`config.mk`:
```
export PLATFORM = sky130hd
export DESIGN_NAME = input_conditioner_flat
export DESIGN_NICKNAME = d
export VERILOG_FILES = /design/src/rtl/input_conditioner_pkg.sv /design/src/rtl/input_conditioner_if.sv /design/src/rtl/input_conditioner_debounce_bit.sv /design/src/rtl/input_conditioner.sv /design/src/flat_wrapper.sv
export SDC_FILE = /design/constraint.sdc
export NUM_CORES = 1
export LEC_CHECK = 0
export CAP_MARGIN = 20
export CORE_MARGIN = 3
export CORE_UTILIZATION = 64
export CTS_BUF_LIST = sky130_fd_sc_hd__clkbuf_8
export DETAILED_ROUTE_END_ITERATION = 8
export HOLD_SLACK_MARGIN = 0.15
export PLACE_DENSITY = 0.93
export SKIP_LAST_GASP = 1
export SLEW_MARGIN = 20
export SYNTH_ARGS = -nofsm -noshare
export SYNTH_HDL_FRONTEND = slang
export SYNTH_SLANG_ARGS = --single-unit
```
`constraint.sdc`:
```
create_clock -name clk -period 3.1 [get_ports clk]
set_input_delay 0.62 -clock clk [delete_from_list [all_inputs] [get_ports clk]]
set_output_delay 0.62 -clock clk [all_outputs]
set_load 0.05 [all_outputs]
```
`src/rtl/input_conditioner_pkg.sv`:
```
`default_nettype none
// ============================================================================
// Module      : input_conditioner_pkg
// Description : Shared constants and helpers for the switch/button input
//               conditioner (default widths, sync depth, debounce lengths).
// Revision    : 1.0 - initial release
// ============================================================================
package input_conditioner_pkg;

  // Number of data switch channels presented on d_out.
  localparam int DEFAULT_WIDTH       = 4;

  // Flops in each metastability chain; two is the minimum safe depth.
  localparam int DEFAULT_SYNC_STAGES = 2;

  // Debounce lengths: short value for simulation, long value for the board.
  localparam int DEFAULT_DEBOUNCE    = 16;
  localparam int BOARD_DEBOUNCE      = 500000;

  // Push-buttons ride alongside the data switches as extra channels.
  localparam int NUM_BUTTONS         = 2;
  localparam int BTN_SET             = 0;
  localparam int BTN_CLR             = 1;

  // Counter width able to hold DEBOUNCE_CYCLES-1 with one bit of headroom.
  function automatic int cnt_width(input int cycles);
    return $clog2(cycles) + 1;
  endfunction

endpackage
`default_nettype wire

```
`src/rtl/input_conditioner_if.sv`:
```
`default_nettype none
// ============================================================================
// Module      : input_conditioner_if
// Description : Bundle of raw switch/button inputs and conditioned outputs.
//               master = the board/stimulus side, slave = the conditioner.
// Revision    : 1.0 - initial release
// ============================================================================
interface input_conditioner_if
  import input_conditioner_pkg::*;
#(
  parameter int WIDTH = DEFAULT_WIDTH
) ();

  logic [WIDTH-1:0] raw_in;
  logic             set_btn;
  logic             clr_btn;
  logic [WIDTH-1:0] d_out;
  logic             d_valid;
  logic             set_pulse;
  logic             clr_pulse;

  modport master (
    output raw_in, set_btn, clr_btn,
    input  d_out, d_valid, set_pulse, clr_pulse
  );

  modport slave (
    input  raw_in, set_btn, clr_btn,
    output d_out, d_valid, set_pulse, clr_pulse
  );

endinterface
`default_nettype wire

```
`src/rtl/input_conditioner_debounce_bit.sv`:
```
`default_nettype none
// ============================================================================
// Module      : debounce_bit
// Description : One conditioned channel: synchroniser chain, stability
//               counter, registered stable level and a one-cycle rise flag
//               that asserts in the same cycle the stable level goes high.
// Revision    : 1.0 - initial release
// ============================================================================
module debounce_bit
  import input_conditioner_pkg::*;
#(
  parameter int SYNC_STAGES     = DEFAULT_SYNC_STAGES,
  parameter int DEBOUNCE_CYCLES = DEFAULT_DEBOUNCE
) (
  input  wire logic clk,
  input  wire logic reset,
  input  wire logic raw,
  output logic      stable,
  output logic      rise
);

  localparam int             CNT_W   = cnt_width(DEBOUNCE_CYCLES);
  localparam logic [CNT_W-1:0] CNT_MAX = CNT_W'(DEBOUNCE_CYCLES - 1);
  localparam logic [CNT_W-1:0] CNT_ONE = CNT_W'(1);

  logic [SYNC_STAGES-1:0] sync_q;
  logic                   synced;
  logic [CNT_W-1:0]       cnt;
  logic                   commit;

  assign synced = sync_q[SYNC_STAGES-1];

  // The synced level has disagreed with the stable level for the full
  // qualification window, so it is adopted this edge.
  assign commit = (synced != stable) && (cnt == CNT_MAX);

  // Metastability chain: raw enters at bit 0 and leaves at the top bit.
  always_ff @(posedge clk) begin
    if (reset) begin
      sync_q <= '0;
    end else begin
      sync_q <= {sync_q[SYNC_STAGES-2:0], raw};
    end
  end

  // Qualification counter, stable level and rising-edge strobe.
  always_ff @(posedge clk) begin
    if (reset) begin
      stable <= 1'b0;
      cnt    <= '0;
      rise   <= 1'b0;
    end else begin
      rise <= commit & synced;
      if (synced == stable) begin
        cnt <= '0;
      end else if (commit) begin
        stable <= synced;
        cnt    <= '0;
      end else begin
        // commit catches cnt==CNT_MAX first, so this never wraps.
        cnt <= cnt + CNT_ONE;
      end
    end
  end

endmodule
`default_nettype wire

```
`src/rtl/input_conditioner.sv`:
```
`default_nettype none
// ============================================================================
// Module      : input_conditioner
// Description : Front end for the 4-bit set/reset data register. Debounces
//               WIDTH switch inputs plus SET/CLEAR buttons, presents the clean
//               data word with a change strobe, and one-cycle button pulses.
// Revision    : 1.0 - initial release
// ============================================================================
module input_conditioner
  import input_conditioner_pkg::*;
#(
  parameter int WIDTH           = DEFAULT_WIDTH,
  parameter int SYNC_STAGES     = DEFAULT_SYNC_STAGES,
  parameter int DEBOUNCE_CYCLES = DEFAULT_DEBOUNCE
) (
  input  wire logic          clk,
  input  wire logic          reset,
  input_conditioner_if.slave bus
);

  localparam int CHANNELS = WIDTH + NUM_BUTTONS;

  logic [CHANNELS-1:0]    raw_all;
  logic [CHANNELS-1:0]    stable_all;
  logic [CHANNELS-1:0]    rise_all;
  logic [WIDTH-1:0]       d_prev;
  logic [WIDTH-1:0]       unused_data_rise;
  logic [NUM_BUTTONS-1:0] unused_btn_stable;

  // Channel map: data switches in the low bits, then SET, then CLEAR.
  assign raw_all = {bus.clr_btn, bus.set_btn, bus.raw_in};

  generate
    for (genvar i = 0; i < CHANNELS; i++) begin : g_chan
      debounce_bit #(
        .SYNC_STAGES     (SYNC_STAGES),
        .DEBOUNCE_CYCLES (DEBOUNCE_CYCLES)
      ) u_debounce (
        .clk    (clk),
        .reset  (reset),
        .raw    (raw_all[i]),
        .stable (stable_all[i]),
        .rise   (rise_all[i])
      );
    end
  endgenerate

  // Previous data word; d_valid flags the cycle the word differs from it,
  // so several bits settling together still give a single strobe.
  always_ff @(posedge clk) begin
    if (reset) begin
      d_prev <= '0;
    end else begin
      d_prev <= stable_all[WIDTH-1:0];
    end
  end

  // Stable levels and rise flags are already flop outputs.
  assign bus.d_out     = stable_all[WIDTH-1:0];
  assign bus.d_valid   = (stable_all[WIDTH-1:0] != d_prev);
  assign bus.set_pulse = rise_all[WIDTH + BTN_SET];
  assign bus.clr_pulse = rise_all[WIDTH + BTN_CLR];

  // Data channels need no rise flag; buttons need no level output.
  assign unused_data_rise  = rise_all[WIDTH-1:0];
  assign unused_btn_stable = stable_all[CHANNELS-1:WIDTH];

endmodule
`default_nettype wire

```
`src/flat_wrapper.sv`:
```
// flat-port wrapper written by rule: the top's interface ports become plain ports
module input_conditioner_flat import input_conditioner_pkg::*;
#(
  parameter int WIDTH           = DEFAULT_WIDTH,
  parameter int SYNC_STAGES     = DEFAULT_SYNC_STAGES,
  parameter int DEBOUNCE_CYCLES = DEFAULT_DEBOUNCE
)
  (clk, reset, bus_raw_in, bus_set_btn, bus_clr_btn, bus_d_out, bus_d_valid, bus_set_pulse, bus_clr_pulse);
  input_conditioner_if #(.WIDTH(WIDTH)) bus_i ();
  input  wire logic clk;
  input  wire logic reset;
  input wire logic [$bits(bus_i.raw_in)-1:0] bus_raw_in;
  input wire logic [$bits(bus_i.set_btn)-1:0] bus_set_btn;
  input wire logic [$bits(bus_i.clr_btn)-1:0] bus_clr_btn;
  output wire logic [$bits(bus_i.d_out)-1:0] bus_d_out;
  output wire logic [$bits(bus_i.d_valid)-1:0] bus_d_valid;
  output wire logic [$bits(bus_i.set_pulse)-1:0] bus_set_pulse;
  output wire logic [$bits(bus_i.clr_pulse)-1:0] bus_clr_pulse;
  assign bus_i.raw_in = bus_raw_in;
  assign bus_i.set_btn = bus_set_btn;
  assign bus_i.clr_btn = bus_clr_btn;
  assign bus_d_out = bus_i.d_out;
  assign bus_d_valid = bus_i.d_valid;
  assign bus_set_pulse = bus_i.set_pulse;
  assign bus_clr_pulse = bus_i.clr_pulse;
  input_conditioner #(.WIDTH(WIDTH), .SYNC_STAGES(SYNC_STAGES), .DEBOUNCE_CYCLES(DEBOUNCE_CYCLES)) u_core (.clk(clk), .reset(reset), .bus(bus_i));
endmodule
```
==> results of run 1 <==
-- metrics by stage --
| step | hold slack [ns] | power [W] |
|---|---|---|
| after floorplan | 0.414 | 0.000742 |
| after global placement | 0.418 | 0.000753 |
| after detailed placement | 0.420 | 0.000756 |
| after CTS | 0.442 | 0.00121 |
| after global routing | 0.464 | 0.00125 |
| final | 0.448 | 0.00121 |
-- worst max-delay path: stages, from the launching register on --
cell	delay, ns
dfxtp_1	0.45
xnor2_1	0.12
nand4_1	0.10
clkdlybuf4s50_1	0.81
-- power by group through the flow --
stage | sequential, W | combinational, W | clock [W]
final | 0.000708 | 0.0000321 | 0.000469
after floorplan | 0.000723 | 0.0000193 | 0
after detailed placement | 0.000724 | 0.0000317 | 0
after global routing | 0.000709 | 0.0000356 | 0.000503
after CTS | 0.000708 | 0.0000324 | 0.000472
after global placement | 0.000723 | 0.0000298 | 0
-- cell families after synthesis --
group                    share of synthesized area, %
XOR/XNOR                                         9.79
buffers and inverters                            4.45
multiplexers                                     3.05
flip-flops                                       54.9
adder cells (fa/ha/maj)                          7.63
AND/OR/NAND/NOR                                  20.2
-- layout make-up --
cell class / count / share of cell area [%]
repair buffers: 15 / 6.64
flip-flops and latches: 54 / 48.6
multi-input cells: 113 / 35.9
inverters: 12 / 2.02
clock buffers: 5 / 3.09
clock inverters: 3 / 1.97
well taps: 31 / 1.74
-- synthesized netlist by cell type --
library cell and count:
and3_1 6, buf_1 1, buf_2 1, buf_4 4
clkbuf_1 1, dfxtp_1 54, ha_1 12, inv_1 12
mux2i_1 6, nand3_1 6, nand4_1 1, nor2_1 36
nor2b_1 16, nor4bb_1 2, or3_4 6, xnor2_1 16
xor2_1 6
-- state kept, by name (all words and copies together), names as in the netlist --
name / cells
u_core.g_chan.u_debounce.stable: 6
u_core.d_prev: 4
u_core.g_chan.u_debounce.sync_q: 12
u_core.g_chan.u_debounce.rise: 2
u_core.g_chan.u_debounce.cnt: 30
-- final timing paths --
path | from | slack (ns) | endpoint
max | u_core.g_chan[2].u_debounce.stable | 0.70 | bus_d_valid
min | u_core.g_chan[0].u_debounce.sync_q[0] | 0.45 | u_core.g_chan[0].u_debounce.sync_q[1]
max reg2reg | u_core.g_chan[4].u_debounce.cnt[0] | 1.46 | u_core.g_chan[4].u_debounce.cnt[3]
min reg2reg | u_core.g_chan[0].u_debounce.sync_q[0] | 0.45 | u_core.g_chan[0].u_debounce.sync_q[1]
-- layer usage --
metal / global-route usage [%] / vias up / wire, um / part of all wire [%]
li1: - / 617 / - / -
met1: 20.5 / 566 / 1280 / 40
met2: 36.9 / 24 / 1740 / 54
met3: 7.13 / 10 / 134 / 4.1
met4: 8.18 / 0 / 82 / 2.5
met5: 0 / - / 0 / 0
==> results.py, run 1 <==
metrics = {
    "outcome": {
        "status": "completed",
    },
    "clocking": {
        "root_buffer": "clkbuf_8",
        "ctsResizeCount": 0,
        "clkLatencyLatePin_ns": 0.31,
        "cts_tree": "built",
        "clk_pin_slew_ns": 0.10,
        "cts_setup_buffers": 0,
        "cts_buffer_depth": 2,
        "postCtsHoldBufs": 0,
        "cts_buffers": 5,
        "h-tree-depth": 2,
        "clock_sinks": 54,
    },
    "detailed_routing": {
        "wl_per_cell_um": 13.9,
        "post-route-drc-count": 0,
        "via_per_inst": 5.22,
        "wirelength_um": 3230,
        "drt_iter0_drc": 37,
        "via_count": 1217,
        "first_pass_iters": 4,
        "ant_nets": 0,
    },
    "logic_synthesis": {
        "netlist_area_um2": 1970,
        "ys_seq_area_share_pct": 54.9,
        "synth_top_cell_by_area": "dfxtp_1",
        "ys_seq_elements": 54,
        "netlist.area_leader.share_pct": 54.9,
        "mappedNetlistNets": 206,
        "ys_warn_count": 0,
        "synth_cells": 186,
        "synth_cell_types": 17,
        "synth_area_leaders": "dfxtp_1 (55%), ha_1 (7.6%), xnor2_1 (7.1%)",
        "synth.avg_cell_area_um2": 10.6,
    },
    "final_layout": {
        "register_area_um2": 1080,
        "drive_gt1_share_pct": 7.43,
        "final_cell_mix": "dfxtp_1 (54), nor2_1 (36), xnor2_1 (16), nor2b_1 (16), clkdlybuf4s50_1 (14)",
        "fin_area_um2": 2220,
        "multiInputGateArea_um2": 800,
        "fin_cells": 233,
        "fill_cells": 182,
        "layout_commonest_cell": "dfxtp_1",
        "area_growth_pct": 13.0,
        "fin_util_pct": 78.0,
        "num_antenna_cells": 0,
        "nets": 221,
    },
    "global_routing": {
        "grt_pass1_wl_um": 5410,
        "grt_overflow": 0,
        "grt_pass1_vias": 1250,
        "grt_max_degree": 21,
        "grt_usage_pct": 20.0,
        "antenna_found_initial": 0,
    },
    "power": {
        "seqPwrFrac_pct": 58.6,
        "p_per_area_nw_per_um2": 543,
        "switching_share_pct": 20.3,
        "clockPowerShare_pct": 38.8,
        "power_report.internal_total_w": 0.000963,
        "p_comb_share_pct": 2.7,
        "vdd_drop_max_mv": 0.534,
        "power.leakage_nw": 0.847,
        "p_switching_w": 0.000246,
    },
    "placement": {
        "place_congestion": 0.654,
        "dp_slack_ns": 0.968,
        "dp.cells": 225,
        "port_buffers": 14,
        "hpwl_um": 2260,
        "place_area_um2": 2110,
    },
    "critical_path": {
        "end_kind": "primary output",
        "crit_type": "flip-flop to primary output",
        "critPathLaunchType": "flip-flop",
        "critical_path_arrival_ns": 1.78,
        "rr_worst_depth": 5,
        "cp_max_fo": 5,
        "worstPathRequired_ns": 2.48,
    },
    "sta": {
        "clock.fmax_mhz": 417,
        "period_share_pct": 77.3,
        "fin_ws_ns": 0.703,
        "worst_slew_pin_slew_ns": 0.723,
        "drv_slew": 0,
        "tns_ns": 0,
        "hold_viol": 0,
        "setup_viol": 0,
        "worst_clock_skew_ns": 0.00647,
        "rsz0062_at_grt": "false",
        "period_minus_slack_ns": 2.40,
        "slew_headroom_pct": 51.7,
    },
    "floorplan": {
        "die_h_um": 61.5,
        "core_area_um2": 2850,
        "start_util_pct": 69.0,
        "die_area_um2": 3780,
        "rows": 19,
        "ios": 15,
        "die_x_um": 61.5,
    },
    "run": {
        "cap_violations": 0,
    },
    "hold_path": {
        "hold_path.class": "flip-flop to flip-flop",
        "hold_depth": 1,
    },
}
(Power assumes the default switching activity.)
==> run 2: changes to the inputs <==
--- a/config.mk
+++ b/config.mk
@@ -7,11 +7,11 @@
 export LEC_CHECK = 0
 export CAP_MARGIN = 20
 export CORE_MARGIN = 3
-export CORE_UTILIZATION = 64
+export CORE_UTILIZATION = 59
 export CTS_BUF_LIST = sky130_fd_sc_hd__clkbuf_8
 export DETAILED_ROUTE_END_ITERATION = 8
 export HOLD_SLACK_MARGIN = 0.15
-export PLACE_DENSITY = 0.93
+export PLACE_DENSITY = 0.87
 export SKIP_LAST_GASP = 1
 export SLEW_MARGIN = 20
 export SYNTH_ARGS = -nofsm -noshare
==> constraint.sdc (replaced) <==
create_clock -name clk -period 2.36 [get_ports clk]
set_input_delay 0.472 -clock clk [delete_from_list [all_inputs] [get_ports clk]]
set_output_delay 0.472 -clock clk [all_outputs]
set_load 0.05 [all_outputs]
==> run 2 against run 1 <==
  * Sequential cell count did not move
  * Sequential power up 31%
  * Via count increased by 0.25%
  * Clock power rose by 31%
==> results.py, run 2 (synthesized netlist as in run 1, its figures left out) <==
metrics = {
    "global_routing": {
        "grt_overflow": 0,
        "grt_usage_pct": 16.7,
        "grt_max_degree": 18,
        "antenna_found_initial": 0,
        "grt_pass1_vias": 1251,
        "grt_pass1_wl_um": 5240,
    },
    "sta": {
        "clock.fmax_mhz": 448,
        "slew_headroom_pct": 65.6,
        "rsz0062_at_grt": "false",
        "worst_slew_pin_slew_ns": 0.515,
        "tns_ns": 0,
        "period_minus_slack_ns": 2.23,
        "drv_slew": 0,
        "period_share_pct": 94.5,
        "hold_viol": 0,
        "worst_clock_skew_ns": 0.00474,
        "fin_ws_ns": 0.130,
        "setup_viol": 0,
    },
    "outcome": {
        "status": "completed",
    },
    "critical_path": {
        "worstPathRequired_ns": 1.89,
        "cp_max_fo": 5,
        "rrSetupSlack_ns": 0.78,
        "crit_type": "flip-flop to primary output",
        "critical_path_arrival_ns": 1.76,
        "critPathLaunchType": "flip-flop",
        "end_kind": "primary output",
    },
    "detailed_routing": {
        "top_layer": "met4",
        "wirelength_um": 2880,
        "wl_met1_um": 1230,
        "ant_nets": 0,
        "wl_per_cell_um": 11.6,
        "post-route-drc-count": 0,
        "via_per_inst": 4.92,
        "wl_met2_um": 1440,
        "first_pass_iters": 4,
        "via_count": 1220,
        "drt_iter0_drc": 27,
        "dr_wl_met3_um": 154,
    },
    "clocking": {
        "h-tree-depth": 2,
        "cts_buffers": 5,
        "cts_buffer_depth": 2,
        "ctsResizeCount": 0,
        "root_buffer": "clkbuf_8",
        "cts_tree": "built",
        "clk_pin_slew_ns": 0.10,
        "clock_sinks": 54,
        "postCtsHoldBufs": 0,
        "cts_setup_buffers": 0,
        "clkLatencyLatePin_ns": 0.31,
    },
    "power": {
        "p_per_area_nw_per_um2": 703,
        "power.leakage_nw": 0.849,
        "total_power_w": 0.00159,
        "vdd_drop_max_mv": 0.542,
    },
    "placement": {
        "hpwl_um": 2120,
        "place_congestion": 0.709,
        "dp_slack_ns": 0.468,
        "port_buffers": 14,
    },
    "floorplan": {
        "rows": 20,
        "core_area_um2": 3130,
        "die_h_um": 63.8,
        "die_x_um": 63.8,
        "die_area_um2": 4060,
        "start_util_pct": 62.9,
        "ios": 15,
    },
    "final_layout": {
        "drive_gt1_share_pct": 8.33,
        "largest_register_ffs": 30,
        "nets": 223,
        "fin_util_pct": 72.2,
        "num_antenna_cells": 0,
        "reg.largest.list": "u_core.g_chan.u_debounce.cnt: 30 flops, u_core.g_chan.u_debounce.sync_q: 12 flops, u_core.g_chan.u_debounce.stable: 6 flops",
        "layout_commonest_cell": "dfxtp_1",
        "final_cell_mix": "dfxtp_1 (54), nor2_1 (36), xnor2_1 (16), nor2b_1 (16), clkdlybuf4s50_1 (14)",
        "fill_cells": 240,
        "regMostFlops": "u_core.g_chan.u_debounce.cnt",
        "area_growth_pct": 14.7,
    },
    "run": {
        "cap_violations": 0,
    },
    "hold_path": {
        "hold_path.class": "flip-flop to flip-flop",
    },
}
[run 2: area by class of cell]
type                    instances  area (um^2)  share of cell area [%]
clock buffers                   5         68.8                    3.05
clock inverters                 3         45.0                    2.00
inverters                      12         45.0                    2.00
multi-input cells             113          800                    35.4
flip-flops and latches         54         1080                    47.9
well taps                      44         55.1                    2.44
repair buffers                 17          163                    7.21
[run 2: routing by layer]
layer	GRT usage, %	vias to the layer above
li1	-	616
met5	0	-
met1	17.7	580
met3	7.03	7
met4	6.47	0
met2	29.3	17
[run 2: metrics by stage]
step                cells  hold slack, ns  cell area, um^2
floorplan             186           0.414             1970
global placement      240           0.421             2140
detailed placement    240           0.424             2140
CTS                   248           0.447             2260
global route          248           0.465             2260
finish                248           0.445             2260
[run 2: worst max-delay path, cell delays in order, from the launching register on]
cell	delay (ns)
dfxtp_1	0.44
xnor2_1	0.10
nand4_1	0.10
clkdlybuf4s50_1	0.80
[run 2: where the power goes]
| part | internal (W) | total, W | switching, W |
|---|---|---|---|
| Combinational | 0.0000261 | 0.0000437 | 0.0000175 |
| Sequential | 0.000923 | 0.000930 | 0.00000655 |
| Clock | 0.000315 | 0.000613 | 0.000298 |
[run 2: final timing paths]
check                                        start                               endpoint  cells past startpoint
max             u_core.g_chan[3].u_debounce.stable                            bus_d_valid                      3
min          u_core.g_chan[0].u_debounce.sync_q[0]  u_core.g_chan[0].u_debounce.sync_q[1]                      1
max reg2reg     u_core.g_chan[5].u_debounce.cnt[0]     u_core.g_chan[5].u_debounce.cnt[3]                      5
min reg2reg  u_core.g_chan[0].u_debounce.sync_q[0]  u_core.g_chan[0].u_debounce.sync_q[1]                      1
==> run 3: changes to the inputs <==
--- a/config.mk
+++ b/config.mk
@@ -7,11 +7,11 @@
 export LEC_CHECK = 0
 export CAP_MARGIN = 20
 export CORE_MARGIN = 3
-export CORE_UTILIZATION = 59
+export CORE_UTILIZATION = 35
 export CTS_BUF_LIST = sky130_fd_sc_hd__clkbuf_8
 export DETAILED_ROUTE_END_ITERATION = 8
 export HOLD_SLACK_MARGIN = 0.15
-export PLACE_DENSITY = 0.87
+export PLACE_DENSITY = 0.59
 export SKIP_LAST_GASP = 1
 export SLEW_MARGIN = 20
 export SYNTH_ARGS = -nofsm -noshare
==> run 3 against run 2 <==
  * Critical path depth is the same
  * Total power is 7.9% higher
  * First-iteration DRC count down 67%
  * Clock power increased by 21%
  * Critical path type unchanged
  * Largest cell class unchanged
==> results.py, run 3 (synthesized netlist as in run 1, its figures left out) <==
metrics = {
    "outcome": {
        "status": "completed",
    },
    "clocking": {
        "h-tree-depth": 2,
        "ctsResizeCount": 0,
        "clk_pin_slew_ns": 0.09,
        "clkLatencyLatePin_ns": 0.31,
        "cts_setup_buffers": 0,
        "cts_tree": "built",
        "root_buffer": "clkbuf_8",
        "postCtsHoldBufs": 0,
        "cts_buffer_depth": 2,
        "cts_buffers": 5,
        "clock_sinks": 54,
    },
    "global_routing": {
        "grt_max_degree": 31,
        "antenna_found_initial": 0,
        "grt_pass1_wl_um": 4550,
        "grt_usage_pct": 9.27,
        "grt_overflow": 0,
        "grt_pass1_vias": 1083,
    },
    "floorplan": {
        "die_x_um": 81.0,
        "start_util_pct": 37.3,
        "core_area_um2": 5270,
        "ios": 15,
        "die_h_um": 81.0,
        "rows": 26,
        "die_area_um2": 6560,
    },
    "sta": {
        "hold_viol": 0,
        "clock.fmax_mhz": 452,
        "period_share_pct": 93.7,
        "worst_clock_skew_ns": 0.00675,
        "drv_slew": 0,
        "period_minus_slack_ns": 2.21,
        "rsz0062_at_grt": "false",
        "slew_headroom_pct": 65.9,
        "worst_slew_pin_slew_ns": 0.510,
        "setup_viol": 0,
        "tns_ns": 0,
    },
    "critical_path": {
        "critPathLaunchType": "flip-flop",
        "cp_max_fo": 5,
        "crit_type": "flip-flop to primary output",
        "worstPathRequired_ns": 1.89,
        "end_kind": "primary output",
        "critical_path_arrival_ns": 1.74,
    },
    "detailed_routing": {
        "via_per_inst": 4.19,
        "post-route-drc-count": 0,
        "drt_iter0_drc": 9,
        "wirelength_um": 2500,
        "wl_per_cell_um": 9.21,
        "ant_nets": 0,
        "via_count": 1139,
        "first_pass_iters": 2,
    },
    "final_layout": {
        "fill_cells": 535,
        "regMostFlops": "u_core.g_chan.u_debounce.cnt",
        "final_cell_mix": "dfxtp_1 (54), nor2_1 (36), xnor2_1 (16), nor2b_1 (16), clkdlybuf4s50_1 (14)",
        "drive_gt1_share_pct": 7.43,
        "fin_util_pct": 43.9,
        "reg.largest.list": "u_core.g_chan.u_debounce.cnt: 30 flops, u_core.g_chan.u_debounce.sync_q: 12 flops, u_core.g_chan.u_debounce.stable: 6 flops",
        "area_growth_pct": 17.7,
        "nets": 221,
        "num_antenna_cells": 0,
        "fin_area_um2": 2320,
        "largest_register_ffs": 30,
        "layout_commonest_cell": "dfxtp_1",
    },
    "power": {
        "p_per_area_nw_per_um2": 739,
        "power.leakage_nw": 0.865,
        "total_power_w": 0.00171,
        "vdd_drop_max_mv": 0.323,
    },
    "placement": {
        "port_buffers": 14,
        "place_congestion": 0.670,
        "hpwl_um": 1740,
        "place_area_um2": 2170,
    },
    "run": {
        "cap_violations": 0,
    },
    "hold_path": {
        "hold_path.class": "flip-flop to flip-flop",
    },
}
run 3: cell types whose count changed in the layout (fill, tap and decap cells not counted), sizes merged:
cell      previous run  this run
buf                  3         1
bufinv               1         2
clkinvlp             2         0
clkbuf               5         6
run 3: critical path: stages (launching register included):
cell	delay [ns]
dfxtp_1	0.43
xnor2_1	0.11
nand4_1	0.09
clkdlybuf4s50_1	0.80
run 3: final timing paths:
path	to	from	cells past startpoint	slack, ns
min reg2reg	u_core.g_chan[4].u_debounce.sync_q[1]	u_core.g_chan[4].u_debounce.sync_q[0]	1	0.44
max reg2reg	u_core.g_chan[4].u_debounce.cnt[3]	u_core.g_chan[4].u_debounce.cnt[0]	5	0.81
max	bus_d_valid	u_core.g_chan[0].u_debounce.stable	3	0.15
min	u_core.g_chan[4].u_debounce.sync_q[1]	u_core.g_chan[4].u_debounce.sync_q[0]	1	0.44
run 3: final cells by class:
class / count / area [um^2] / area share, %
multi-input cells: 113 / 800 / 34.5
repair buffers: 15 / 160 / 6.92
well taps: 70 / 87.6 / 3.78
flip-flops and latches: 54 / 1080 / 46.7
inverters: 12 / 45.0 / 1.94
clock buffers: 6 / 82.6 / 3.57
clock inverters: 2 / 60.1 / 2.59
run 3: metrics by stage:
| stage | instances | setup slack [ns] | hold slack, ns |
|---|---|---|---|
| after global routing | 272 | 0.0709 | 0.458 |
| after detailed placement | 264 | 0.490 | 0.423 |
| after floorplan | 186 | 0.886 | 0.414 |
| after CTS | 272 | 0.116 | 0.447 |
| after global placement | 264 | 0.499 | 0.417 |
| final | 272 | 0.149 | 0.442 |
run 3: metal layers:
metal | up-vias | track usage, % | share of wire, %
met1 | 504 | 10.9 | 49
li1 | 614 | - | -
met4 | 0 | 7.09 | 3.3
met2 | 12 | 13.7 | 44
met3 | 9 | 3.33 | 3.8
met5 | - | 0 | 0
run 3: power by group:
group	internal [W]	leakage, nW	total, W	switching, W
logic	0.0000262	0.355	0.0000437	0.0000174
clock network	0.000452	0.0714	0.000739	0.000287
registers	0.000923	0.438	0.000929	0.00000576
total	0.00140	0.865	0.00171	0.000310
